--- src/rtl/definesPkg.sv ---
// Shared register-file dimensions for the decode/writeback datapath.
// No logic: constants only.
// Consumers derive their address width from NREGS the same way as REG_AW.
package definesPkg;

  localparam int DATA_W = 16;
  localparam int NREGS  = 8;
  localparam int REG_AW = $clog2(NREGS);

endpackage

--- src/rtl/regfile_scoreboard_sb_counter.sv ---
// Per-register pending-write counter: counts issued writes not yet written back.
// State visible one cycle after inc/dec; full/dec_hit/underflow are combinational.
// Caller must not assert inc while full unless a decrement lands in the same cycle.
module sb_counter #(
  parameter int CNT_W = 2
) (
  input  logic             clk,
  input  logic             reset,
  input  logic             inc,
  input  logic             dec_req,
  output logic [CNT_W-1:0] cnt,
  output logic             dec_hit,
  output logic             full,
  output logic             underflow
);

  localparam logic [CNT_W-1:0] CNT_MAX = '1;

  // A writeback only retires an outstanding write if one exists.
  assign dec_hit   = dec_req && (cnt != '0);
  assign underflow = dec_req && (cnt == '0);
  assign full      = (cnt == CNT_MAX);

  // Coincident inc and dec cancel; the full guard keeps the count from wrapping.
  always_ff @(posedge clk or posedge reset) begin
    if (reset) begin
      cnt <= '0;
    end else if (inc && !dec_hit && !full) begin
      cnt <= cnt + CNT_W'(1);
    end else if (dec_hit && !inc) begin
      cnt <= cnt - CNT_W'(1);
    end
  end

endmodule

--- src/rtl/regfile_scoreboard.sv ---
// Register file with writeback bypass plus a pending-write scoreboard for decode.
// Reads and o_stall are combinational; writes and counts update on the next edge.
// o_stall holds decode when a source is still in flight or a counter would overflow.
module regfile_scoreboard #(
  parameter int DATA_W = definesPkg::DATA_W,
  parameter int NREGS  = definesPkg::NREGS,
  parameter int CNT_W  = 2,
  localparam int AW    = $clog2(NREGS)
) (
  input  logic              clk,
  input  logic              reset,
  input  logic              RFWrite,
  input  logic [AW-1:0]     regw,
  input  logic [DATA_W-1:0] dataw,
  input  logic [AW-1:0]     ra,
  input  logic [AW-1:0]     rb,
  input  logic              use_a,
  input  logic              use_b,
  input  logic              issue_valid,
  input  logic              issue_wr,
  input  logic [AW-1:0]     issue_rd,
  output logic [DATA_W-1:0] rd1,
  output logic [DATA_W-1:0] rd2,
  output logic              o_stall,
  output logic              o_err
);

  logic [DATA_W-1:0]           regs [NREGS];
  logic [NREGS-1:0][CNT_W-1:0] pend;
  logic [NREGS-1:0]            dec_hit;
  logic [NREGS-1:0]            full;
  logic [NREGS-1:0]            underflow;
  logic                        accept;
  logic                        haz_a;
  logic                        haz_b;
  logic                        haz_sat;
  logic [CNT_W-1:0]            thr_a;
  logic [CNT_W-1:0]            thr_b;

  // Register array: writeback lands on the edge, reset clears everything.
  always_ff @(posedge clk or posedge reset) begin
    if (reset) begin
      for (int i = 0; i < NREGS; i++) begin
        regs[i] <= '0;
      end
    end else if (RFWrite) begin
      regs[regw] <= dataw;
    end
  end

  // Combinational reads, forwarding the writeback in flight this cycle.
  always_comb begin
    rd1 = regs[ra];
    rd2 = regs[rb];
    if (RFWrite && (regw == ra)) rd1 = dataw;
    if (RFWrite && (regw == rb)) rd2 = dataw;
  end

  // Hazards: a source may have one outstanding write if the bypass covers it now;
  // a destination counter at max may only take a new write if one retires now.
  always_comb begin
    thr_a   = (RFWrite && (regw == ra)) ? CNT_W'(1) : CNT_W'(0);
    thr_b   = (RFWrite && (regw == rb)) ? CNT_W'(1) : CNT_W'(0);
    haz_a   = use_a && (pend[ra] > thr_a);
    haz_b   = use_b && (pend[rb] > thr_b);
    haz_sat = issue_wr && full[issue_rd] && !dec_hit[issue_rd];
    o_stall = issue_valid && (haz_a || haz_b || haz_sat);
  end

  assign accept = issue_valid && !o_stall;

  for (genvar g = 0; g < NREGS; g++) begin : g_cnt
    sb_counter #(
      .CNT_W (CNT_W)
    ) u_cnt (
      .clk       (clk),
      .reset     (reset),
      .inc       (accept && issue_wr && (issue_rd == AW'(g))),
      .dec_req   (RFWrite && (regw == AW'(g))),
      .cnt       (pend[g]),
      .dec_hit   (dec_hit[g]),
      .full      (full[g]),
      .underflow (underflow[g])
    );
  end

  // Sticky error: any writeback with nothing outstanding for its register.
  always_ff @(posedge clk or posedge reset) begin
    if (reset) begin
      o_err <= 1'b0;
    end else if (|underflow) begin
      o_err <= 1'b1;
    end
  end

endmodule

--- config.mk ---
export PLATFORM = sky130hd
export DESIGN_NAME = regfile_scoreboard
export DESIGN_NICKNAME = d
export VERILOG_FILES = /design/src/rtl/definesPkg.sv /design/src/rtl/regfile_scoreboard_sb_counter.sv /design/src/rtl/regfile_scoreboard.sv
export SDC_FILE = /design/constraint.sdc
export NUM_CORES = 1
export LEC_CHECK = 0
export ABC_AREA = 1
export BUFFER_PORTS_ARGS = -buffer_cell sky130_fd_sc_hd__clkbuf_2
export CORE_ASPECT_RATIO = 2
export CORE_MARGIN = 5
export CORE_UTILIZATION = 35
export DETAILED_ROUTE_END_ITERATION = 6
export HOLD_SLACK_MARGIN = 0.1
export RECOVER_POWER = 25
export SLEW_MARGIN = 0
export SYNTH_ARGS = -nofsm -noshare
export SYNTH_HDL_FRONTEND = slang
export SYNTH_SLANG_ARGS = --single-unit
--- constraint.sdc ---
create_clock -name clk -period 7.34 [get_ports clk]
set_input_delay 0.367 -clock clk [delete_from_list [all_inputs] [get_ports clk]]
set_output_delay 0.367 -clock clk [all_outputs]
set_load 0.005 [all_outputs]
After elaboration in Yosys (flattened, before gate mapping)
Index checks and enable logic that the tools add are counted.

RAM bits: 0. Input port bits: 35. Register bits after elaboration: 145. Logic and storage cells: 227. Latch bits: 0. Memories: 0. Bits in read-only memories: 0. Output and inout bits: 34.

Reductions and logical operators: 121. Add/subtract/negate cells: 16. Muxes and demuxes: 37. Multipliers: 0. Bitwise gates (word level): 3. Order comparisons: 9. Equality and inequality tests: 24. Shift operators: 0. Div/mod/pow operators: 0.

Operator list (number): bitwise mux 128 bit (1); 2-to-1 mux 16 bit (7); binary-select mux 16 bit (select 3 bit) (2); logical AND 1 bit (66); demux 16 bit (select 3 bit) (1); 2-to-1 mux 2 bit (18); nonzero test 2 bit (16); zero test 1 bit (26); equality test 3 bit (second input constant) (8); adder 2 x 1 -> 2 bit (second input constant) (8); equality test 2 bit (second input constant) (8); zero test 2 bit (8); subtractor 2 x 1 -> 2 bit (second input constant) (8); binary-select mux 2 bit (select 3 bit) (2); equality test 3 x 2 -> 1 bit (second input constant) (4); >= comparator 4 bit (second input constant) (3); < comparator 3 x 4 -> 1 bit (second input constant) (3); inverter 3 -> 4 bit (3); OR reduction 8 bit (1); binary-select mux 1 bit (select 3 bit) (2); equality test 3 x 1 -> 1 bit (second input constant) (2); equality test 3 bit (2); zero test 3 bit (2); greater-than comparator 2 x 1 -> 1 bit (2); other kinds (3) (7).

Longest topological paths before layout
Depth in word-level cells: 17. Depth in mapped cells: 16. Mapped depth without buffers: 14.

By module
From an unflattened synthesis, not the netlist that was laid out.

Cells, all modules: 1282. Area, all modules: 8956.1 um2.

By module, submodules not included: regfile_scoreboard (instances 1, cells each 1106, sequential area each 3228.1 um2, area an instance 7895.1 um2); sb_counter (instances 8, cells each 22, sequential area each 50.0 um2, area an instance 132.6 um2).

Worst setup path after synthesis
No wires, ideal clock.

Path kind: input port to output port. Start: input rb[1]. End: output o_stall. Setup slack: 4644 ps. Data required time: 6973 ps. Buffers on the path: 4. Arrival time: 2329 ps. Stages on the path: 15. Cells stage by stage: clkbuf_1 > buf_2 > buf_1 > a21oi_1 > o21ai_0 > nand3_1 > nand2_1 > ha_1 > or2_2 > nand3_1 > nand2_1 > nand2_1 > a21oi_4 > buf_6 > nor2_1.

Longest elaborated chain between the ends: 8. Elaborated cells between the ends (all ways): 10. Classes of those cells: order compare: 1; eq/ne: 1; mux: 3; reduce/logical: 5.

Ends and longest elaborated chain: from (decl) (RTL line regfile_scoreboard.sv:16) `input logic [AW-1:0] rb,`; parallel branches: the longest is 3 deep, another holds binary-select mux 2 bit (select 3 bit); greater-than comparator 2 x 1 -> 1 bit (*) (RTL line regfile_scoreboard.sv:65) `haz_b = use_b && (pend[rb] > thr_b);`; logical AND 1 bit (*) (RTL line regfile_scoreboard.sv:65); logical OR 1 bit (*) (2 in a row) (RTL line regfile_scoreboard.sv:67) `o_stall = issue_valid && (haz_a || haz_b || haz_sat);`; logical AND 1 bit (*) (RTL line regfile_scoreboard.sv:67); to (decl) (RTL line regfile_scoreboard.sv:24) `output logic o_stall,`.

Mark *: on every way between the ends. The select of a mux whose other input is x is not followed.

Worst setup path in the final report
Start: input regw[0]. End: output o_stall.

Longest elaborated chain between the ends: 9. Elaborated cells between the ends (all ways): 41. Classes of those cells: order compare: 2; eq/ne: 9; mux: 4; reduce/logical: 26.

Ends and longest elaborated chain: from (decl) (RTL line regfile_scoreboard.sv:13) `input logic [AW-1:0] regw,`; equality test 3 x 1 -> 1 bit, or another cell as far along (RTL line regfile_scoreboard.sv:79) `.dec_req (RFWrite && (regw == AW'(g))),`; logical AND 1 bit (RTL line regfile_scoreboard.sv:79); logical AND 1 bit (RTL line regfile_scoreboard_sb_counter.sv:20) `assign dec_hit = dec_req && (cnt != '0);`; binary-select mux 1 bit (select 3 bit) (RTL line regfile_scoreboard.sv:66) `haz_sat = issue_wr && full[issue_rd] && !dec_hit[issue_rd];`; 2-to-1 mux 1 bit (implied by the code) (RTL line regfile_scoreboard.sv:66); zero test 1 bit (RTL line regfile_scoreboard.sv:66); logical AND 1 bit (RTL line regfile_scoreboard.sv:66); logical OR 1 bit (*) (RTL line regfile_scoreboard.sv:67); logical AND 1 bit (*) (RTL line regfile_scoreboard.sv:67).

Every way passes the cells marked *; elsewhere a longest branch is shown, timed or not. The select of a mux whose other input is x is not followed.

==> impl_metrics.toml <==
[clock_tree]
cts.clk_slew.worst_paths_ns = 0.06
clock-sinks = 145
root_buffer = "clkbuf_16"
numCtsBuffers = 17
insertion_delay_ns = 0.44
cts_resized = 0
cts_buffer_depth = 2
htree_levels = 4
cts_tree = "yes"

[place]
port_buffers = 68
place.gp.congestion = 0.944
placed_cell_area_um2 = 9240
dp_cells = 1570
dp_hpwl_mm = 19.9

[global_routing]
grtUsageMet1_pct = 24.5
top_usage_layer = "met2"
track_usage_pct = 21.9
grt_max_degree = 101
grt_pass1_wl_mm = 47.8
use_met3_pct = 4.07
grt_pass1_vias = 8709
antenna_found_initial = 0
grt_use_met2_pct = 39.1
gr-total-overflow = 0

[critical_path]
critPathCaptureType = "primary output"
crit_arrival_ns = 3.63
criticalPathCategory = "in -> out"
required_ns = 6.97
reg2regPathDepth = 13
crit_path_start_kind = "primary input"
cp_max_fo = 34

[logic_synthesis]
synth_area_um2 = 8720
yosysUniqueCellTypes = 25
synth-seq-cells = 145
synthesis.nets = 1279
ys_seq_area_share_pct = 41.6
netlist_instances = 1242
avgSynthCellArea_um2 = 7.02
synth_warnings = 0

[cells_and_area]
multi_input_area_um2 = 4290
n_antenna_cell = 0
area_delta_synth_final_pct = 13.1
final_cell_mix = "296 x nand2_1, 281 x o21ai_0, 145 x dfrtp_1"
regArea_um2 = 3630
final-instance-count-excl-fill = 1603
final_common_cell = "nand2_1"
stdcell_area_um2 = 9860
fin_nets = 1295
drive_gt1_share_pct = 9.13
fillers = 2688

[pwr]
cellPowerDensity_nw_per_um2 = 261
power_leakage_nw = 4.43
peakVddDrop_mv = 0.150
total_power_mw = 2.58

[flow_run]
drv_cap = 5

[route]
drtIter0Drc = 780
first_pass_iters = 5
vias = 8771
viasPerCell = 5.47
final_antenna_net_count = 0
drc = 0
drt-total-wl_mm = 30.0
wl_per_cell_um = 18.7

[sta]
layout_min_cycle_time_ns = 4.00
rsz0062_at_grt = "false"
worst_pin_slew_ns = 3.39
final_max_slew_viol_count = 213
hold_viol_final = 0
setup_viol = 0
max_slew_margin_pct = -128
setup_tns_ns = 0
finClkSkew_ns = 0.00995
fmax_mhz = 250
min_period_over_period_pct = 54.5
hold_ws_ns = 0.191

[outcome]
status = "finished, violations left"
violations = "capacitance limit, slew limit"

[die]
fp.dieH_um = 233
initial_utilization_pct = 35.5
pin_count = 69
die_x_um = 122
rows = 81
core_um2 = 24500
die-area_um2 = 28400

[worst_hold_path]
hp-class = "in -> reg"
hold_depth = 3
-- critical path, cell delays in order --
cell and delay, ns:
clkbuf_1 0.22, nand2_1 0.25, nor2_2 0.15, clkbuf_1 1.47
nand3_1 0.23, nand2_1 0.14, nor2_1 0.05, nand2_1 0.06
nand2_2 0.08, a21oi_4 0.42, nor2_1 0.07, clkbuf_2 0.13
-- final cells by class --
class                   instances  area share, %
inverters                     117           4.47
clock buffers                  21           4.67
flip-flops and latches        145           36.8
multi-input cells             894           43.5
repair buffers                 83           4.51
clock inverters                11           1.79
well taps                     332           4.21
-- sequential cells by signal, indices dropped and copies added (netlist names) --
name             cells
regs               128
o_err                1
g_cnt.u_cnt.cnt     16
-- Yosys cell counts --
cell type | instances | area share [%]
buf_4 | 1 | 0.086
inv_1 | 116 | 5.0
buf_6 | 1 | 0.13
nand2_1 | 295 | 13
clkbuf_1 | 62 | 2.7
dfrtp_1 | 145 | 42
o211ai_1 | 64 | 5.5
a221oi_1 | 3 | 0.30
nor2_2 | 3 | 0.22
o21ai_0 | 281 | 16
a21oi_1 | 95 | 5.5
o22ai_1 | 2 | 0.14
a21oi_4 | 1 | 0.19
nor2_4 | 1 | 0.13
nor2_1 | 49 | 2.1
or2_2 | 3 | 0.22
nand4_1 | 24 | 1.7
ha_1 | 2 | 0.29
xor2_1 | 1 | 0.10
buf_2 | 14 | 0.80
nand3_1 | 67 | 3.8
nand3b_1 | 1 | 0.086
nand2_2 | 2 | 0.14
clkinv_1 | 1 | 0.043
buf_1 | 8 | 0.34
-- cell families after synthesis --
| group | Yosys count | share of synthesized area [%] |
|---|---|---|
| AOI/OAI and AO/OA | 446 | 27.7 |
| xor gates and xnor gates | 1 | 0.101 |
| adders and majority gates | 2 | 0.287 |
| buffers and inverters | 203 | 9.07 |
| DFF | 145 | 41.6 |
| and+or+nand+nor | 445 | 21.2 |
-- path summary, 6_finish.rpt --
| path | startpoint | to | slack [ns] |
|---|---|---|---|
| worst max register to register | g_cnt[6].u_cnt.cnt[0] | g_cnt[7].u_cnt.cnt[1] | 4.95 |
| min in group asynchronous | reset | regs[0] | 1.46 |
| max in group asynchronous | reset | regs[125] | 3.77 |
| worst min-delay path | dataw[3] | regs[67] | 0.19 |
| worst min register to register | o_err | o_err | 0.49 |
| worst max-delay path | regw[0] | o_stall | 3.34 |
-- power by group --
group | internal [mW] | switching, mW | total, mW
logic | 0.192 | 0.379 | 0.571
registers | 0.953 | 0.100 | 1.05
clock network | 0.591 | 0.360 | 0.950
total | 1.74 | 0.839 | 2.58
-- through the flow --
stage	utilization, %	setup slack (ns)
finish	40.2	3.34
global placement	37.7	3.43
detailed placement	37.7	3.34
global route	40.2	3.04
CTS	40.3	3.34
floorplan	-	3.08
-- routing by layer --
metal  vias up  part of all wire (%)
met5         -                     0
met4         0                   5.0
met3        93                   5.6
met2       336                    51
met1      4110                    38
li1       4232                     -
-- timing repair --
| action | CTS | global route |
|---|---|---|
| endpoints found under the hold margin | 71 | 0 |
| buffers inserted | 0 | 0 |
| hold buffers | 1 | 0 |
Note: power is estimated with default switching activity, not from simulation.
